### src/rtl/reg_write_arbiter.sv
// Round-robin arbiter sharing the register-file write port between ALU (A) and load (B) writeback.
// One-cycle registered write stage; combinational grants; no downstream back-pressure.
module reg_write_arbiter #(
   parameter int n = 32,
   parameter int r = 7
) (
   input  logic         clk,
   input  logic         reset,
   input  logic         aValid,
   input  logic [r-1:0] aReg,
   input  logic [n-1:0] aData,
   output logic         aReady,
   input  logic         bValid,
   input  logic [r-1:0] bReg,
   input  logic [n-1:0] bData,
   output logic         bReady,
   output logic         writeEnable,
   output logic [r-1:0] writeReg,
   output logic [n-1:0] writeData,
   input  logic [r-1:0] queryReg1,
   input  logic [r-1:0] queryReg2,
   output logic         hazard1,
   output logic         hazard2
);

   typedef enum logic {GRANT_A = 1'b0, GRANT_B = 1'b1} side_t;

   side_t         last_grant_q, last_grant_d;
   logic          we_q, we_d;
   logic [r-1:0]  wreg_q, wreg_d;
   logic [n-1:0]  wdat_q, wdat_d;
   logic          grant_a, grant_b;
   logic [r-1:0]  win_reg;
   logic [n-1:0]  win_dat;

   // A wins unless B is also valid and A took the previous grant.
   always_comb begin
      grant_a = aValid && (!bValid || (last_grant_q == GRANT_B));
      grant_b = bValid && !grant_a;
   end

   always_comb begin
      win_reg      = grant_a ? aReg  : bReg;
      win_dat      = grant_a ? aData : bData;
      last_grant_d = last_grant_q;
      we_d         = 1'b0;
      wreg_d       = wreg_q;
      wdat_d       = wdat_q;
      if (grant_a || grant_b) begin
         last_grant_d = grant_a ? GRANT_A : GRANT_B;
         // Writes to register 0 complete the handshake but never reach the file.
         if (win_reg != '0) begin
            we_d   = 1'b1;
            wreg_d = win_reg;
            wdat_d = win_dat;
         end
      end
   end

   always_ff @(posedge clk or posedge reset) begin
      if (reset) begin
         last_grant_q <= GRANT_B;
         we_q         <= 1'b0;
         wreg_q       <= '0;
         wdat_q       <= '0;
      end else begin
         last_grant_q <= last_grant_d;
         we_q         <= we_d;
         wreg_q       <= wreg_d;
         wdat_q       <= wdat_d;
      end
   end

   function automatic logic hazard_for(input logic [r-1:0] q);
      return (q != '0) &&
             ((we_q && (wreg_q == q)) ||
              (aValid && (aReg == q)) ||
              (bValid && (bReg == q)));
   endfunction

   assign aReady      = grant_a;
   assign bReady      = grant_b;
   assign writeEnable = we_q;
   assign writeReg    = wreg_q;
   assign writeData   = wdat_q;
   assign hazard1     = hazard_for(queryReg1);
   assign hazard2     = hazard_for(queryReg2);

endmodule

### config.mk
export PLATFORM = sky130hd
export DESIGN_NAME = reg_write_arbiter
export DESIGN_NICKNAME = d
export VERILOG_FILES = /design/src/rtl/reg_write_arbiter.sv
export SDC_FILE = /design/constraint.sdc
export NUM_CORES = 1
export LEC_CHECK = 0
export BUFFER_PORTS_ARGS = -buffer_cell sky130_fd_sc_hd__buf_2
export CAP_MARGIN = 30
export CORE_ASPECT_RATIO = 0.7
export CORE_MARGIN = 5
export CORE_UTILIZATION = 51
export CTS_BUF_LIST = sky130_fd_sc_hd__clkbuf_8
export DETAILED_ROUTE_END_ITERATION = 16
export GPL_TIMING_DRIVEN = 1
export MAX_ROUTING_LAYER = met4
export PLACE_DENSITY_LB_ADDON = 0.25
export SLEW_MARGIN = 20
export SYNTH_ARGS = -nofsm -noshare
export SYNTH_HDL_FRONTEND = slang
export SYNTH_SLANG_ARGS = --single-unit
### constraint.sdc
create_clock -name clk -period 5.9 [get_ports clk]
set_clock_uncertainty 0.2 [all_clocks]
set_input_delay 0.295 -clock clk [delete_from_list [all_inputs] [get_ports clk]]
set_output_delay 0.295 -clock clk [all_outputs]
set_load 0.02 [all_outputs]
* Yosys cells after proc, flatten, opt, wreduce, memory -nomap -nowiden
Cells that the tools add are included.
** Word-level totals
- Output and inout bits :: 44
- Flip-flop bits (word level) :: 41
- Bits of input ports :: 96
- Logic and storage cells :: 37
** Operators by class
- Mux-type cells :: 5
- Reductions and logical operators :: 22
- Equal/unequal tests :: 6
** Operators with widths (count)
- equality test 7 bit :: 6
- two-way mux 32 bit :: 1
- nonzero test 7 bit :: 3
- logical AND 1 bit :: 10
- two-way mux 7 bit :: 1
- logical OR 1 bit :: 6
- two-way mux 1 bit :: 3
- logical NOT 1 bit :: 2
- AND reduction 2 bit :: 1

* Logic depth before layout (Yosys ltp)
Gate-level depths: netlist of the first run.
- Depth in word-level cells :: 7
- Depth in mapped cells :: 7
- Mapped depth without buffers :: 5

* Worst setup path after synthesis of the first run
Ideal clock, no wire load.
- Kind :: reg2reg
- Start point :: register last_grant_q
- End point :: register wdat_q[0], in the netlist writeData[0]
- Path buffers :: 2
- Required time :: 5575 ps
- Cell stages (with the launch flop) :: 8
- Setup time :: 125 ps
- Path slack :: 3707 ps
- Data arrival time :: 1868 ps
- Path through :: dfstp_2 > nand2b_1 > buf_4 > nand2_4 > inv_2 > a311oi_4 > buf_6 > mux2_4
** On the way
- Word-level cells in the longest chain between the ends :: 6
** Ends and longest elaborated chain
- start, declared :: line 28 : side_t last_grant_q, last_grant_d;
- start signal, assigned :: line 67 : last_grant_q <= last_grant_d;
- logical OR 1 bit * :: line 38 : grant_a = aValid && (!bValid || (last_grant_q == GRANT_B));
- logical AND 1 bit * :: line 38
- named net aReady :: line 12 : output logic aReady,
- parallel branches: the longest is 4 deep, another holds two-way mux 7 bit
- end signal, assigned :: line 70 : wdat_q <= wdat_d;
- end, declared :: line 31 : logic [n-1:0] wdat_q, wdat_d;
Mark *: on every way through the listed nets, which the timed path passes.
A chain may end at the register's enable or synchronous reset.

* Worst setup path in the final report of the first run
- Start point :: register last_grant_q
- End point :: register wdat_q[17], in the netlist writeData[17]
** On the way
- Word-level cells in the longest chain between the ends :: 6
** Ends and longest elaborated chain (line)
- logical OR 1 bit * :: 38
- logical AND 1 bit * :: 38
- parallel branches: the longest is 4 deep, another holds two-way mux 7 bit
Every way passes the cells marked *.

==> metrics, run 1 <==
instance area after placement=3545 um^2; EDFF count, synth=0; clock transition at the registers of the reported paths=0.08 ns; Worst Slack Setup Final=3.040 ns; Worst IR Drop VDD=147.5 uV; CTS tree=yes; commonest non-fill, non-tap cells in the layout=buf_2, mux2_2, dfrtp_1; CP Launch Type=register; via density per instance=5.283; dpl cells=436; H-tree Lvls=2; Fmax=349.6 MHz; Cell Area, Synth=2801 um^2; unrepaired setup endpoints after global routing=false; area grow syn2layout=30.73%; top cells by area, synth=dfrtp_1, mux2_2, mux2_4, xor2_1, nor4_1; num rows=22; Critical Path AT=2.83 ns; Avg WL per Cell=17.03 um; fin. max-slew vios=0; diode count=0; post-DP HPWL=5.916 mm; pin count of the biggest net entering global routing=42; status=finished, final reports clean; TritonCTS Buffers=5; core region area=5285 um^2; area leader, netlist=dfrtp_1; Worst setup EP type=register; final net count=468; endpoints failing setup=0; CP Max Fanout=37; syn_area_per_cell=12.13 um^2; Yosys warnings=0; Post-Route WL=7.577 mm; critical-path cell with the highest stage delay=buf_4; CP required=5.87 ns; vias=2351; root buf cell=clkbuf_8; Final min period=2.861 ns; Synth Instances=231; crit-path max cell delay=0.53 ns; drt drc=0; first-pass GRT wire length=12.05 mm; Die Span Y=72.01 um; Sink Count=41; max_slew headroom=52.84%; Hold Path Class=in2reg; Leak=1.820 nW; Yosys cell types=41; Initial Util=53.01%; sequential share of the synthesized area=36.67%; Die X=98.59 um; worst path bufs/invs=2; fin crit share=48.48%; ys flop type=dfrtp_1; Routed Antenna Nets=0; gr ovfl total=0; asr flop ratio synth=100.0%; GRT Overall Usage=22.07%; kind of critical path=reg2reg; Die ar.=7099 um^2; I/O Pins=140; number of port buffers=139; initial DRC count=117; Non-Filler Instances=445; initial antenna violation count=0; Skew-Pair Late Insertion Delay=0.28 ns; Core Util, Final=69.29%; synthesis-stage register bit count=41; syn nets=327; CP cell instances=nand2b_1 > nand2_4 > inv_2 > a311oi_4 > buf_4 > mux2_2; pwr dens=230.2 nW/um^2; router iterations before antenna repair=4; pre-CTS WS=3.017 ns; Routability Congestion=1.006; Synth top area share=35.73%; Final Hold Fails=0; Worst Tran Pin Value=0.7048 ns; Maximum Capacitance Violations=0; CTS Buffer Depth=2; fraction of layout cells with a size suffix above 1=60.32%; post-route setup TNS=0 ns; Resized cells post-CTS=0; most common cell after layout, fill and taps aside=buf_2; cell area after layout=3662 um^2; vias in the first global route=2391; kind of cell adding the most delay to the critical path=simple AND/OR/NAND/NOR gates
==> flip-flops by register name (all words and copies together) (netlist names) <==
signal        count
last_grant_q      1
writeEnable       1
writeData        32
writeReg          7
==> worst paths after layout <==
path	cells after the start	end	startpoint	slack, ns
setup / recovery	6	writeData[17]	last_grant_q	3.04
hold / removal	3	writeData[13]	bData[13]	0.16
setup reg to reg	6	writeData[17]	last_grant_q	3.04
hold reg to reg	1	writeData[24]	writeData[24]	0.31
max in group asynchronous	4	last_grant_q	reset	4.67
min in group asynchronous	4	writeData[31]	reset	0.47
==> power breakdown <==
part / switching (W) / internal [W] / total (W)
Combinational: 0.000146 / 0.000138 / 0.000284
Sequential: 0.0000304 / 0.000317 / 0.000348
Clock: 0.0000879 / 0.000124 / 0.000212
==> Yosys cell counts, types with 3 or more instances <==
library cell  count
o211ai_1          4
xor2_1           38
nor4_1           10
and2_1            3
mux2_4           28
nand4_1           4
nand2_1           6
mux2_2           40
dfrtp_1          40
xnor2_1           4
inv_1             3
nor2_1            6
o21ai_0           3
buf_6             3
nand3_1           4
==> what timing repair did <==
item / CTS / global route
hold buffers: 1 / 0
buffers inserted: 0 / 0
hold endpoints to repair: 40 / 0
==> cell type report <==
cell class | count | area, um^2
sequential | 41 | 1027
tap | 72 | 90.09
multi-input combinational | 178 | 1702
timing repair buffer | 142 | 720.7
inverter | 4 | 15.01
fill | 452 | 1623
clock buffer | 5 | 68.82
clock inverter | 3 | 38.79
==> logic make-up (layout without fill, tap and decap cells) <==
kind of cell | Yosys count | after routing | share of synthesized area, %
mux | 69 | 69 | 31.44
simple gates | 46 | 46 | 9.603
xor+xnor | 42 | 42 | 13.13
flops | 41 | 41 | 36.67
compound gates | 21 | 21 | 6.565
buf+inv | 12 | 154 | 2.590
==> worst min-delay path: stages <==
cell,delay [ns]
buf_2,0.07
mux2_2,0.13
mux2_4,0.13
==> metrics by stage <==
step / hold slack [ns] / total power, W
4_1_cts: 0.1514 / 0.0008516
6_report: 0.1638 / 0.0008431
3_5_place_dp: 0.2422 / 0.0006353
5_1_grt: 0.1576 / 0.0008878
2_1_floorplan: 0.2775 / 0.0005287
3_3_place_gp: 0.2414 / 0.0006302
==> layer usage <==
layer	part of all wire, %	GRT usage, %	wire length [um]	vias up
li1	-	-	-	1131
met1	46	31.88	3456	1091
met2	43	32.21	3250	127
met3	11	5.187	834	2
met4	0.46	3.636	35	0
met5	0	-	0	-
No activity file was read; power rests on OpenSTA's default activity.
==> inputs of run 2 (changes only) <==
Settings changed: CORE_UTILIZATION 51 to 48.
Clock period 5.9 ns to 2.8 ns, I/O delays scaled along.
==> run 2 against run 1 <==
Net effect:
- register-to-register slack worse by 2.7 ns
- worst hold slack worse by 0.16 ns
- power is 120% higher
- cell count is 2.0% higher
==> metrics, run 2 (same netlist as run 1, synthesis figures left out) <==
first-pass GRT wire length=12.43 mm (was 12.05 mm); CTS tree=yes (unchanged); vias=2391 (was 2351); router iterations before antenna repair=4 (unchanged); Worst IR Drop VDD=285.6 uV (was 147.5 uV); max_slew headroom=51.62% (was 52.84%); final net count=474 (was 468); GRT Overall Usage=22.01% (was 22.07%); most common cell after layout, fill and taps aside=buf_2 (unchanged); CP cell instances=nand2b_1 > nand2_4 > inv_2 > a311oi_4 > buf_12 > mux2_2 (was nand2b_1 > nand2_4 > inv_2 > a311oi_4 > buf_4 > mux2_2); fin. max-slew vios=0 (unchanged); Die Span Y=73.92 um (was 72.01 um); clock transition at the registers of the reported paths=0.08 ns (about the same); root buf cell=clkbuf_8 (unchanged); Final Hold Fails=0 (unchanged); R2R Path Start=last_grant_q (unchanged); fill count=490 (was 452); Critical Path AT=2.39 ns (was 2.83 ns); endpoints failing setup=0 (unchanged); Worst setup EP type=register (unchanged); Initial Util=49.17% (was 53.01%); Worst Hold End=writeData[4] (was writeData[13]); max reg flops=32 (unchanged); post-route setup TNS=0 ns (unchanged); TritonCTS Buffers=5 (unchanged); fraction of layout cells with a size suffix above 1=60.16% (was 60.32%); initial DRC count=84 (was 117); Post-Route WL=7.883 mm (was 7.577 mm); gr ovfl total=0 (unchanged); CP required=2.77 ns (was 5.87 ns); Leak=1.845 nW (was 1.820 nW); Register Area=1027 um^2 (unchanged); number of port buffers=139 (unchanged); Post-CTS Setup Inserts=0 (unchanged); Power, Total=0.001828 W (was 0.0008431 W); vias in the first global route=2526 (was 2391); pwr dens=488.1 nW/um^2 (was 230.2 nW/um^2); Final min period=2.413 ns (was 2.861 ns); diode count=0 (unchanged); Routability Congestion=0.9956 (was 1.006); area grow syn2layout=33.72% (was 30.73%); critical-path cell with the highest stage delay=dfstp_2 (was buf_4); Worst Tran Pin Value=0.7230 ns (was 0.7048 ns); Maximum Capacitance Violations=0 (unchanged); drt drc=0 (unchanged); Skew-Pair Late Insertion Delay=0.28 ns (about the same); Die X=101.3 um (was 98.59 um); Worst Reg-to-Reg Cells=6 (unchanged); Routed Antenna Nets=0 (unchanged); reg2reg end=writeData[16] (was writeData[17]); Core Util, Final=65.74% (was 69.29%); Register-to-Register Setup Slack=0.39 ns (was 3.04 ns); H-tree Lvls=2 (unchanged); crit-path max cell delay=0.38 ns (was 0.53 ns); Avg WL per Cell=17.36 um (was 17.03 um); kind of critical path=reg2reg (unchanged); I/O Pins=140 (unchanged); fin crit share=86.18% (was 48.48%); core region area=5698 um^2 (was 5285 um^2); CP Launch Type=register (unchanged); Hold Crit Depth=3 (unchanged); CTS Buffer Depth=2 (unchanged); multi-input logic area=1702 um^2 (unchanged); post-DP HPWL=6.241 mm (was 5.916 mm); CP Max Fanout=30 (was 37); pre-CTS WS=0.4035 ns (was 3.017 ns); Hold Path Class=in2reg (unchanged); status=finished, final reports clean (unchanged); unrepaired setup endpoints after global routing=false (unchanged); pin count of the biggest net entering global routing=31 (was 42); Resized cells post-CTS=0 (unchanged); num rows=23 (was 22); Die ar.=7488 um^2 (was 7099 um^2); Worst Slack Setup Final=0.3869 ns (was 3.040 ns); Fmax=414.4 MHz (was 349.6 MHz); initial antenna violation count=0 (unchanged); commonest non-fill, non-tap cells in the layout=buf_2, mux2_2, dfrtp_1 (unchanged); Hold Startpoint=bData[4] (was bData[13]); via density per instance=5.267 (was 5.283); Sink Count=41 (unchanged)
## run 2: critical path, delay by kind of cell, from the launching register on
kind	cells	cell delay [ns]
simple gates	2	0.63
buf+inv	2	0.37
flops	1	0.38
compound gates	1	0.34
mux	1	0.36
## run 2: how the worst max path moves through the flow
stage	start	endpoint	slack (ns)	depth (start not counted)
finish	last_grant_q	writeData[16]	0.39	6
CTS	last_grant_q	writeData[17]	0.38	6
global placement	last_grant_q	writeData[19]	0.47	6
global route	last_grant_q	writeData[17]	0.28	6
detailed placement	last_grant_q	writeData[16]	0.40	6
floorplan	last_grant_q	writeData[0]	0.61	7
## run 2: routing by layer
layer | vias to the layer above | wire length [um] | share of wire [%] | global-route usage (%)
met3 | 7 | 888 | 11 | 4.839
met5 | - | 0 | 0 | -
met1 | 1120 | 3562 | 45 | 31.40
met2 | 131 | 3349 | 42 | 32.17
met4 | 0 | 82 | 1.0 | 4.572
li1 | 1133 | - | - | -
## run 2: power breakdown
part	internal (W)	switching (W)
sequential	0.000668	0.0000611
combinational	0.000298	0.000314
clock	0.000290	0.000198
total	0.00126	0.000573
## run 2: layout make-up
type,instances,share of cell area [%]
multi-input combinational,178,45.42
tap,75,2.505
sequential,41,27.42
clock buffer,6,2.204
inverter,4,0.4008
timing repair buffer,148,21.04
clock inverter,2,1.002
## run 2: per-stage QoR
step           hold WS, ns  instances  area, um^2
2_1_floorplan       0.1225        231        2801
3_3_place_gp     -0.008359        441        3576
3_5_place_dp     -0.003381        441        3576
4_1_cts          0.0003261        454        3746
5_1_grt           0.002771        454        3746
6_report          0.008706        454        3746
## run 2: timing repair
action	in CTS	in global routing
endpoints found under the hold margin	22	0
hold buffers	5	0
endpoints found under the setup margin	0	0
==> inputs of run 3 (changes only) <==
Clock period 2.8 ns to 2.4 ns, I/O delays scaled along.
==> run 3 against run 2 <==
Net effect:
- first-iteration DRC count grew 110%
- final area grew 12%
- sequential share of layout area shrank 3.0 points
- cell count grew 11%
- die area is the same
- critical path type is now reg2out
==> metrics, run 3 (same netlist as run 1, synthesis figures left out) <==
unrepaired setup endpoints after global routing=false (unchanged); Resized cells post-CTS=0 (unchanged); max_slew headroom=50.62% (was 51.62%); via density per instance=5.196 (was 5.267); pwr dens=491.5 nW/um^2 (was 488.1 nW/um^2); Final min period=2.298 ns; hold_buf cts=47 (was 5); Worst IR Drop VDD=280.3 uV (was 285.6 uV); Die X=101.3 um (unchanged); Leak=2.053 nW (was 1.845 nW); fraction of layout cells with a size suffix above 1=53.85% (was 60.16%); crit-path max cell delay=0.45 ns (was 0.38 ns); CP Launch Type=register (unchanged); Fmax=435.3 MHz; post-DP HPWL=6.105 mm (was 6.241 mm); endpoints failing setup=0 (unchanged); Routability Congestion=0.9194 (was 0.9956); gr ovfl total=0 (unchanged); router iterations before antenna repair=5 (was 4); post-route setup TNS=0 ns (unchanged); drt drc=0 (unchanged); first-pass GRT wire length=13.66 mm (was 12.43 mm); Maximum Capacitance Violations=0 (unchanged); Critical Path AT=1.98 ns (was 2.39 ns); Post-CTS Setup Inserts=0 (unchanged); Sink Count=41 (unchanged); fill count=413 (was 490); Skew-Pair Late Insertion Delay=0.28 ns (about the same); Hold Path Class=in2reg (unchanged); final net count=524 (was 474); clock transition at the registers of the reported paths=0.08 ns (about the same); pin count of the biggest net entering global routing=42 (was 31); CP Max Fanout=4 (was 30); I/O Pins=140 (unchanged); core region area=5698 um^2 (unchanged); fin crit share=95.73%; fin. max-slew vios=0 (unchanged); Final Hold Fails=0 (unchanged); Routed Antenna Nets=0 (unchanged); CTS Buffer Depth=2 (unchanged); GRT Overall Usage=24.67% (was 22.01%); commonest non-fill, non-tap cells in the layout=buf_2, dlygate4sd3_1, mux2_2, dfrtp_1, xor2_1 (was buf_2, mux2_2, dfrtp_1); most common cell after layout, fill and taps aside=buf_2 (unchanged); CP required=2.08 ns (was 2.77 ns); initial antenna violation count=0 (unchanged); Worst Tran Pin Value=0.7380 ns (was 0.7230 ns); Worst setup EP type=output port (was register); area grow syn2layout=50.42% (was 33.72%); vias=2624 (was 2391); status=finished, final reports clean (unchanged); Die ar.=7488 um^2 (unchanged); TritonCTS Buffers=5 (unchanged); Initial Util=49.17% (unchanged); number of port buffers=139 (unchanged); Post-Route WL=8.936 mm (was 7.883 mm); critical-path cell with the highest stage delay=dfrtp_1 (was dfstp_2); max reg flops=32 (unchanged); initial DRC count=174 (was 84); Worst Slack Setup Final=0.1025 ns (was 0.3869 ns); Avg WL per Cell=17.70 um (was 17.36 um); H-tree Lvls=2 (unchanged); CP cell instances=xor2_1 > nor4_1 > nand4_1 > a31oi_1 > buf_2 (was nand2b_1 > nand2_4 > inv_2 > a311oi_4 > buf_12 > mux2_2); pre-CTS WS=0.2019 ns (was 0.4035 ns); Core Util, Final=73.96% (was 65.74%); CTS tree=yes (unchanged); Die Span Y=73.92 um (unchanged); root buf cell=clkbuf_8 (unchanged); kind of critical path=reg2out (was reg2reg); vias in the first global route=2698 (was 2526); num rows=23 (unchanged)
-- run 3: final cells by class --
type / instances / area [um^2] / share of cell area (%)
well taps: 75 / 93.84 / 2.227
multi-input cells: 178 / 1702 / 40.38
clock buffers: 5 / 68.82 / 1.633
clock inverters: 3 / 13.76 / 0.3266
diodes: 1 / 2.502 / 0.05938
inverters: 4 / 15.01 / 0.3563
flip-flops and latches: 41 / 1027 / 24.38
repair buffers: 198 / 1291 / 30.64
-- run 3: critical path, delay by kind of cell (launching register included) --
kind | cells | cell delay [ns]
xor gates and xnor gates | 1 | 0.19
and+or+nand+nor | 2 | 0.63
DFF | 1 | 0.45
AOI/OAI and AO/OA | 1 | 0.23
buffers and inverters | 1 | 0.19
-- run 3: per-stage QoR --
step | instances | area, um^2 | hold slack [ns] | total power, W
after floorplan | 231 | 2801 | 0.1025 | 0.001300
after global placement | 445 | 3618 | 0.06078 | 0.001562
after detailed placement | 445 | 3618 | 0.07169 | 0.001575
after CTS | 500 | 4172 | 0.0001501 | 0.002072
after global routing | 504 | 4212 | 0.0009540 | 0.002190
final | 505 | 4214 | 0.01096 | 0.002071
-- run 3: path summary, 6_finish.rpt --
check                      slack, ns    startpoint       endpoint  depth (start not counted)
min                             0.01      bData[6]   writeData[6]                          3
max in group asynchronous       1.32         reset   last_grant_q                          4
max reg2reg                     0.18  last_grant_q  writeData[13]                          7
min reg2reg                     0.31  writeData[2]   writeData[2]                          1
max                             0.10   writeReg[2]        hazard2                          5
min in group asynchronous       0.32         reset   writeData[1]                          4
-- run 3: routing by layer --
layer	up-vias	global-route usage [%]	routed length [um]
li1	1241	-	-
met1	1227	31.19	3787
met2	148	39.06	4163
met3	8	7.495	887
met4	0	5.752	98
met5	-	-	0
-- run 3: power breakdown --
group          switching, W  internal, W
sequential        0.0000695     0.000780
combinational      0.000383     0.000405
clock              0.000237     0.000198
